<file path="config.mk">
export PLATFORM = sky130hd
export DESIGN_NAME = ring_phase_monitor_flat
export DESIGN_NICKNAME = d
export VERILOG_FILES = /design/src/rtl/ring_phase_monitor_if.sv /design/src/rtl/ring_phase_monitor.sv /design/src/flat_wrapper.sv
export SDC_FILE = /design/constraint.sdc
export NUM_CORES = 1
export LEC_CHECK = 0
export ABC_AREA = 1
export BUFFER_PORTS_ARGS = -buffer_cell sky130_fd_sc_hd__buf_2
export CAP_MARGIN = 30
export CORE_MARGIN = 4
export CORE_UTILIZATION = 50
export DETAILED_ROUTE_END_ITERATION = 10
export PLACE_DENSITY = 0.75
export SLEW_MARGIN = 10
export SYNTH_ARGS = -nofsm -noshare
export SYNTH_HDL_FRONTEND = slang
export SYNTH_SLANG_ARGS = --single-unit
</file>
<file path="constraint.sdc">
create_clock -name clk -period 2.3 [get_ports clk]
set_clock_uncertainty 0.15 [all_clocks]
set_input_delay 0.69 -clock clk [delete_from_list [all_inputs] [get_ports clk]]
set_output_delay 0.69 -clock clk [all_outputs]
set_load 0.1 [all_outputs]
</file>
<file path="src/rtl/ring_phase_monitor_if.sv">
// Bundle between a ring-counter source and the phase monitor: the sampled ring
// word and error clear one way, decoded phase and health indications the other.
interface ring_phase_monitor_if #(
   parameter int WIDTH = 16,
   parameter int IDXW  = 4,
   parameter int REV_W = 8
);
   logic [WIDTH-1:0] ring_in;
   logic             clr_err;
   logic [IDXW-1:0]  phase_idx;
   logic             phase_valid;
   logic             locked;
   logic [REV_W-1:0] rev_count;
   logic             rev_pulse;
   logic             err_illegal;
   logic             err_skip;
   logic             err_sticky;

   modport master (
      output ring_in, clr_err,
      input  phase_idx, phase_valid, locked, rev_count, rev_pulse,
             err_illegal, err_skip, err_sticky
   );

   modport slave (
      input  ring_in, clr_err,
      output phase_idx, phase_valid, locked, rev_count, rev_pulse,
             err_illegal, err_skip, err_sticky
   );
endinterface

</file>
<file path="src/rtl/ring_phase_monitor.sv">
// Decodes a one-hot ring counter into a phase index, tracks lock on a steady
// one-step-per-cycle advance, counts revolutions and flags illegal/skipped steps.
module ring_phase_monitor #(
   parameter int WIDTH    = 16,
   parameter int IDXW     = 4,
   parameter int LOCK_CNT = 4,
   parameter int REV_W    = 8
) (
   input  logic clk,
   input  logic reset,
   ring_phase_monitor_if.slave mon
);

   localparam int STW = 4;

   typedef enum logic [1:0] {
      SYNC   = 2'd0,
      TRACK  = 2'd1,
      LOCKED = 2'd2
   } state_t;

   state_t           state;
   logic [STW-1:0]   streak;
   logic [IDXW-1:0]  prev_idx;

   logic             is_legal;
   logic [IDXW-1:0]  hot_idx;
   logic [IDXW-1:0]  next_idx;
   logic             is_advance;
   logic             is_hold;
   logic             is_skip;
   logic             is_wrap;
   logic [STW-1:0]   next_streak;
   logic             err_set;

   // A word is one-hot when it is non-zero and clearing its lowest set bit leaves nothing.
   always_comb begin
      is_legal = (mon.ring_in != '0) &&
                 ((mon.ring_in & (mon.ring_in - {{(WIDTH-1){1'b0}}, 1'b1})) == '0);
   end

   always_comb begin
      hot_idx = '0;
      for (int i = 0; i < WIDTH; i++) begin
         if (mon.ring_in[i]) begin
            hot_idx = IDXW'(i);
         end
      end
   end

   always_comb begin
      next_idx    = prev_idx + IDXW'(1);
      is_advance  = is_legal && (hot_idx == next_idx);
      is_hold     = is_legal && (hot_idx == prev_idx);
      is_skip     = is_legal && !is_advance && !is_hold;
      is_wrap     = is_advance && (hot_idx == '0);
      next_streak = streak + STW'(1);
      err_set     = (state == LOCKED) && (!is_legal || is_skip);
   end

   // Single registered FSM; every output is a flop updated from the current sample.
   always_ff @(posedge clk or negedge reset) begin
      if (!reset) begin
         state           <= SYNC;
         streak          <= '0;
         prev_idx        <= '0;
         mon.phase_idx   <= '0;
         mon.phase_valid <= 1'b0;
         mon.locked      <= 1'b0;
         mon.rev_count   <= '0;
         mon.rev_pulse   <= 1'b0;
         mon.err_illegal <= 1'b0;
         mon.err_skip    <= 1'b0;
         mon.err_sticky  <= 1'b0;
      end else begin
         mon.phase_valid <= is_legal;
         mon.rev_pulse   <= 1'b0;
         mon.err_illegal <= 1'b0;
         mon.err_skip    <= 1'b0;

         if (is_legal) begin
            mon.phase_idx <= hot_idx;
            prev_idx      <= hot_idx;
         end

         // Set has priority so an error coinciding with a clear is never lost.
         if (err_set) begin
            mon.err_sticky <= 1'b1;
         end else if (mon.clr_err) begin
            mon.err_sticky <= 1'b0;
         end

         case (state)
            SYNC: begin
               mon.locked <= 1'b0;
               if (is_legal) begin
                  state  <= TRACK;
                  streak <= '0;
               end
            end

            TRACK: begin
               mon.locked <= 1'b0;
               if (!is_legal) begin
                  state  <= SYNC;
                  streak <= '0;
               end else if (is_advance) begin
                  if (next_streak == STW'(LOCK_CNT)) begin
                     state      <= LOCKED;
                     streak     <= '0;
                     mon.locked <= 1'b1;
                  end else begin
                     streak <= next_streak;
                  end
               end else if (is_skip) begin
                  streak <= '0;
               end
            end

            LOCKED: begin
               mon.locked <= 1'b1;
               if (!is_legal) begin
                  state           <= SYNC;
                  streak          <= '0;
                  mon.locked      <= 1'b0;
                  mon.err_illegal <= 1'b1;
               end else if (is_skip) begin
                  state        <= TRACK;
                  streak       <= '0;
                  mon.locked   <= 1'b0;
                  mon.err_skip <= 1'b1;
               end else if (is_wrap) begin
                  mon.rev_count <= mon.rev_count + REV_W'(1);
                  mon.rev_pulse <= 1'b1;
               end
            end

            default: begin
               state      <= SYNC;
               streak     <= '0;
               mon.locked <= 1'b0;
            end
         endcase
      end
   end

endmodule

</file>
<file path="src/flat_wrapper.sv">
// flat-port wrapper written by rule: the top's interface ports become plain ports
module ring_phase_monitor_flat 
#(
   parameter int WIDTH    = 16,
   parameter int IDXW     = 4,
   parameter int LOCK_CNT = 4,
   parameter int REV_W    = 8
)
  (clk, reset, mon_ring_in, mon_clr_err, mon_phase_idx, mon_phase_valid, mon_locked, mon_rev_count, mon_rev_pulse, mon_err_illegal, mon_err_skip, mon_err_sticky);
  ring_phase_monitor_if #(.WIDTH(WIDTH), .IDXW(IDXW), .REV_W(REV_W)) mon_i ();
  input  logic clk;
  input  logic reset;
  input wire logic [$bits(mon_i.ring_in)-1:0] mon_ring_in;
  input wire logic [$bits(mon_i.clr_err)-1:0] mon_clr_err;
  output wire logic [$bits(mon_i.phase_idx)-1:0] mon_phase_idx;
  output wire logic [$bits(mon_i.phase_valid)-1:0] mon_phase_valid;
  output wire logic [$bits(mon_i.locked)-1:0] mon_locked;
  output wire logic [$bits(mon_i.rev_count)-1:0] mon_rev_count;
  output wire logic [$bits(mon_i.rev_pulse)-1:0] mon_rev_pulse;
  output wire logic [$bits(mon_i.err_illegal)-1:0] mon_err_illegal;
  output wire logic [$bits(mon_i.err_skip)-1:0] mon_err_skip;
  output wire logic [$bits(mon_i.err_sticky)-1:0] mon_err_sticky;
  assign mon_i.ring_in = mon_ring_in;
  assign mon_i.clr_err = mon_clr_err;
  assign mon_phase_idx = mon_i.phase_idx;
  assign mon_phase_valid = mon_i.phase_valid;
  assign mon_locked = mon_i.locked;
  assign mon_rev_count = mon_i.rev_count;
  assign mon_rev_pulse = mon_i.rev_pulse;
  assign mon_err_illegal = mon_i.err_illegal;
  assign mon_err_skip = mon_i.err_skip;
  assign mon_err_sticky = mon_i.err_sticky;
  ring_phase_monitor #(.WIDTH(WIDTH), .IDXW(IDXW), .LOCK_CNT(LOCK_CNT), .REV_W(REV_W)) u_core (.clk(clk), .reset(reset), .mon(mon_i));
endmodule
</file>
; ---- After elaboration in Yosys (flattened, before gate mapping)
; Index checks and enable logic that the tools add are counted.
[word_totals]
wordCells = 89
in_bits = 19
out_inout_bits = 18
ff_bits = 24
[op_classes]
bitwise_logic = 2
reduce_logical = 18
n_eq_ne = 9
n_addsub = 4
muxes = 46
[ops]
columns = op, count
row1 = $mux W4, 14
row2 = $mux W1, 17
row3 = $and A16 B16 Y16, 1
row4 = $logic_not A16 Y1, 1
row5 = $mux W2, 8
row6 = $reduce_bool A16 Y1, 1
row7 = $sub A16 B1 Y16 const B, 1
row8 = $mux W3, 4
row9 = $pmux W4 S3, 1
row10 = $ne A3 B3 Y1 const B, 3
row11 = $add A4 B1 Y4 const B, 2
row12 = $add A8 B1 Y8 const B, 1
row13 = $eq A4 B4 Y1, 2
row14 = $reduce_and A4 Y1, 2
row15 = $logic_and A1 B1 Y1, 7
row16 = $pmux W2 S3, 1
row17 = $eq A4 B3 Y1 const B, 1
row18 = $logic_not A4 Y1, 1
row19 = $logic_not A1 Y1, 3
row20 = $eq A2 B1 Y1 const B, 1
row21 = $eq A2 B2 Y1 const B, 1
row22 = $logic_not A2 Y1, 1
row23 = $ne A2 B1 Y1 const B, 1
row24 = $pmux W1 S2, 1
row25 = 3 further kinds, 3

; ---- Logic depth before layout (Yosys ltp)
[depth]
ltp_word = 24
ltp_mapped = 24
mapped_depth_nobuf = 24

; ---- Least setup slack after synthesis
; Ideal clock, no wire load.
[synth_path]
kind = register to register
start = reg u_core.prev_idx[0]
end = reg u_core.mon.rev_count[4]
arrival_time_ns = 2.441
n_path_buf = 0
synth_period_minus_slack_ns = 2.712
path_stages_with_launch = 14
setup_ns = 0.121
required_ns = 2.029
path_slack_ns = -0.412
cell_sequence = dfrtp_1 -> ha_1 -> xor2_1 -> xor2_1 -> inv_1 -> nand2_1 -> nor2_1 -> nand2_1 -> nor2_2 -> nand2_2 -> nor2_2 -> nand3_1 -> xor2_1 -> inv_1
[synth_via]
elab_chain_cells = 8
elab_cells_between_ends = 12
classes_between = 1 x add/sub / 2 x eq/ne / 1 x bitwise / 8 x reduce/logical
[synth_lines]
columns = item, line
row1 = "start, declared", ring_phase_monitor.sv:24  ; logic [IDXW-1:0] prev_idx;
row2 = "start signal, assigned", ring_phase_monitor.sv:83  ; prev_idx <= hot_idx;
row3 = $add A4 B1 Y4, ring_phase_monitor.sv:52  ; next_idx = prev_idx + IDXW'(1);
row4 = $eq A4 B4 Y1, ring_phase_monitor.sv:53  ; is_advance = is_legal && (hot_idx == next_idx);
row5 = $logic_and A1 B1 Y1, ring_phase_monitor.sv:53
row6 = $logic_not A1 Y1, ring_phase_monitor.sv:55  ; is_skip = is_legal && !is_advance && !is_hold;
row7 = $logic_and A1 B1 Y1 (2 in a row), ring_phase_monitor.sv:55
row8 = $not A1 Y1 (no source line), --
row9 = $reduce_and A4 Y1 (no source line) *, --
row10 = "end signal, assigned", ring_phase_monitor.sv:133  ; mon.rev_count <= mon.rev_count + REV_W'(1);
row11 = "end, declared", ring_phase_monitor_if.sv:27  ; output phase_idx, phase_valid, locked, rev_count, rev_pulse,
; Every way passes the cells marked *; elsewhere a longest branch is shown, timed or not.
; A chain may end at the register's enable or synchronous reset.

; ---- Worst setup path after layout
[layout_path]
start = in mon_ring_in[2]
end = reg u_core.streak[0]
[layout_via]
elab_chain_cells = 23
elab_cells_between_ends = 33
classes_between = 1 x add/sub / 3 x eq/ne / 19 x mux / 1 x bitwise / 9 x reduce/logical
[layout_lines]
columns = item, line
row1 = "start, declared", flat_wrapper.sv:13  ; input wire logic [$bits(mon_i.ring_in)-1:0] mon_ring_in;
row2 = $mux W2 (2 in a row), ring_phase_monitor.sv:45  ; if (mon.ring_in[i]) begin
row3 = $mux W3 (4 in a row), ring_phase_monitor.sv:45
row4 = $mux W4 (8 in a row), ring_phase_monitor.sv:45
row5 = $eq A4 B4 Y1, ring_phase_monitor.sv:53
row6 = $logic_and A1 B1 Y1, ring_phase_monitor.sv:53
row7 = $logic_not A1 Y1, ring_phase_monitor.sv:55
row8 = $logic_and A1 B1 Y1 (2 in a row), ring_phase_monitor.sv:55
row9 = $mux W4, --
row10 = $mux W4, ring_phase_monitor.sv:107  ; end else if (is_advance) begin
row11 = $mux W4, ring_phase_monitor.sv:104  ; if (!is_legal) begin
row12 = $pmux W4 S3, ring_phase_monitor.sv:93  ; case (state)
row13 = "end signal, assigned", ring_phase_monitor.sv:113  ; streak <= next_streak;
row14 = "end, declared", ring_phase_monitor.sv:23  ; logic [STW-1:0] streak;
; Several ways; a longest one is shown, not always the timed one.

==> metrics.txt <==
global route overflow 0; Post-Syn Instances 272; Fmax achieved 376 MHz; Cell Rows 21; XOR/XNOR share of the synthesized area 6.09%; Finished Core Util 84.4%; # H-tree levels 1; CTS tree done; Inserted Clock Buffers 3; worst path required time 2.37 ns; Synth top cells by count nand2_1 (84), inv_1 (41), dfrtp_1 (24), nor2_1 (24), nand3_1 (19); routed vias 2246; Area contributors post-synth dfrtp_1 (32%), nand2_1 (17%), inv_1 (8.2%); cell leakage power 1.62 nW; Post-Synth Adder-Cell Area 4.69%; fin crit period 2.66 ns; most frequent cell after synthesis nand2_1; largest family of logic cells by synthesized area simple AND/OR/NAND/NOR gates; Post-Synthesis Net Count 298; sequential share of the synthesized area 32.1%; post-route non-filler standard cell count 419; worst-path maximum fanout 4; Post-synth top flop dfrtp_1; dpl cell area 0.00243 sq mm; Setup WS post-layout -0.357 ns; ys async rst share 100%; remaining antenna violation count 0; Hold Buf Count CTS 0; violated checks setup timing; DP HPWL 3600 microns; via count of the first global-routing pass 2005; # DRC 0; Place WS -0.566 ns; Final TNS setup -5.28 ns; WL final 6300 microns; share of cells above drive strength 1 45.8%; GRT Overall Usage 22.2%; Initial DRC Count 199; Yosys top cell by area dfrtp_1; final setup fails 22; Placeable Area 0.00347 sq mm; Die H 69.1 microns; clock-pin slew on the worst setup and hold paths 0.09 ns; YS warnings 0; Peak supply drop 0.474 mV; io pins 37; Pwr Total 1.11 mW; vias per cell 5.36; Antenna Cells 0; Synth Register Bits 24; largest net degree at the start of global routing 25; CTS Root Cell clkbuf_8; Post-synth EDFFs 0; WP data arrival 2.72 ns; RSZ-0062 raised after global routing yes; GPL Wtd Cong 0.839; Mean Syn Cell Area 6.87 sq um; initial antenna violation count 0; CTS Buffer Depth 2; share of the synthesized area in the top cell type 32.1%; WL/cell 15.0 microns; Fillers 202; Unique masters post-synth 29; Tightest Hold Check Type input port to asynchronous set/reset pin; Post-Synth Simple-Gate Area 40.8%; post-route cell area 0.00293 sq mm; status finished, violations left; Horiz. Die Dim 69.1 microns; final worst path period share 116%; PwrDens 379 mW/mm^2; Slew @ Worst Pin 0.535 ns; Slew headroom 64.4%; clk_lat worst skew 0.28 ns; Die ar. 0.00478 sq mm; Final Slew Violations 0; critical path endpoint category flip-flop; TritonRoute pass-1 iters 7; max cap viols 0; synthesized cell area 0.00187 sq mm; first-pass GRT wire length 8870 microns; Critical Setup Path Class input port to flip-flop; nets@finish 400; # port buffers 36; Placed Instances 391; Fin Hold WS 0.232 ns; compound-cell area share of the yosys netlist 6.89%; Startpoint Class input port; final hold violation count 0; mux contribution to synthesized area 0%; # clock sinks 24; Initial Util 53.9%; synth-to-layout area growth 56.6%
## worst max-delay path, cell delays in order
cell and delay (ns):
buf_2 0.11, inv_4 0.06, buf_4 0.10, nand2_1 0.04, nand2_1 0.07, nand2_1 0.08
nand2_1 0.09, nand2_1 0.06, nand2_1 0.06, nand2_1 0.06, nand2_1 0.05, nand2_1 0.04
nand2_1 0.05, nand2_1 0.05, nand2_1 0.14, nand2_2 0.09, nand2_1 0.09, nand3_2 0.13
inv_2 0.14, nand2_4 0.09, buf_6 0.13, nand2_2 0.05, nand2_1 0.05, nand2_1 0.07
nand2_1 0.06, nand2_1 0.07
## sequential cells by signal, indices dropped and copies added, names as in the netlist
register,cells
u_core.mon.err_illegal,1
u_core.mon.rev_count,8
u_core.mon.phase_valid,1
u_core.state,2
u_core.prev_idx,4
u_core.mon.locked,1
u_core.mon.err_skip,1
u_core.streak,4
u_core.mon.rev_pulse,1
u_core.mon.err_sticky,1
## cell type report
| class | count | area [sq um] | area share, % |
|---|---|---|---|
| Clock buffer | 3 | 41.3 | 1.41 |
| Clock inverter | 1 | 30.0 | 1.03 |
| Inverter | 46 | 178 | 6.07 |
| Multi-Input combinational cell | 202 | 1310 | 44.8 |
| Sequential cell | 24 | 603 | 20.6 |
| Tap cell | 46 | 57.6 | 1.97 |
| Timing Repair Buffer | 97 | 707 | 24.2 |
## kinds of logic (layout without fill, tap and decap cells)
| group | Yosys count | after routing |
|---|---|---|
| buffers and inverters | 47 | 147 |
| XOR/XNOR | 13 | 13 |
| AND/OR/NAND/NOR | 159 | 160 |
| flip-flops | 24 | 24 |
| AO/OA/AOI/OAI | 22 | 22 |
| adder cells (fa/ha/maj) | 7 | 7 |
## placed cells by master, fill, tap and decap left out, types with 2 or more instances in the layout
master    instances
a21oi_1           3
buf_2            30
buf_4            56
buf_6             9
clkbuf_8          3
dfrtp_1          22
dfrtp_2           2
ha_1              7
inv_1            38
inv_2             6
inv_4             2
nand2_1          69
nand2_2          14
nand2_4           5
nand3_1          13
nand3_2           9
nand4_1           6
nor2_1           15
nor2_2            4
nor2_4           13
nor3_1            2
nor3_2            3
nor3_4            3
o21ai_0           4
o21ai_1           7
o21ai_2           4
xnor2_1           2
xor2_1           10
## metal layers
metal | global-route usage (%) | wire (microns) | vias to the layer above
li1 | - | - | 1058
met1 | 27.9 | 2650 | 1049
met2 | 38.7 | 3120 | 111
met3 | 3.05 | 344 | 28
met4 | 7.59 | 181 | 0
met5 | 0 | 0 | -
## worst paths after layout
check	cells past startpoint	slack (ns)	start	end
min in group clk	2	0.38	u_core.mon.err_sticky	u_core.mon.err_sticky
max	26	-0.36	mon_ring_in[2]	u_core.streak[0]
min reg2reg	2	0.38	u_core.mon.err_sticky	u_core.mon.err_sticky
min	1	0.23	reset	u_core.prev_idx[2]
max in group asynchronous	1	1.39	reset	u_core.prev_idx[0]
max reg2reg	15	0.01	u_core.prev_idx[1]	u_core.streak[0]
## report_power, final
part | total [mW] | switching (mW) | leakage, nW | internal [mW]
registers | 0.443 | 0.0115 | 0.321 | 0.431
clock network | 0.375 | 0.142 | 0.0357 | 0.233
logic | 0.292 | 0.172 | 1.26 | 0.120
total | 1.11 | 0.325 | 1.62 | 0.784
## repair_timing
action | CTS | global route
gates resized for setup | 44 | 22
pin swaps | 24 | 22
gates cloned | 1 | 0
buffers inserted | 17 | 6
hold endpoints to repair | 0 | 0
endpoints found under the setup margin | 17 | 23
Power figures use the tool's default switching activity.
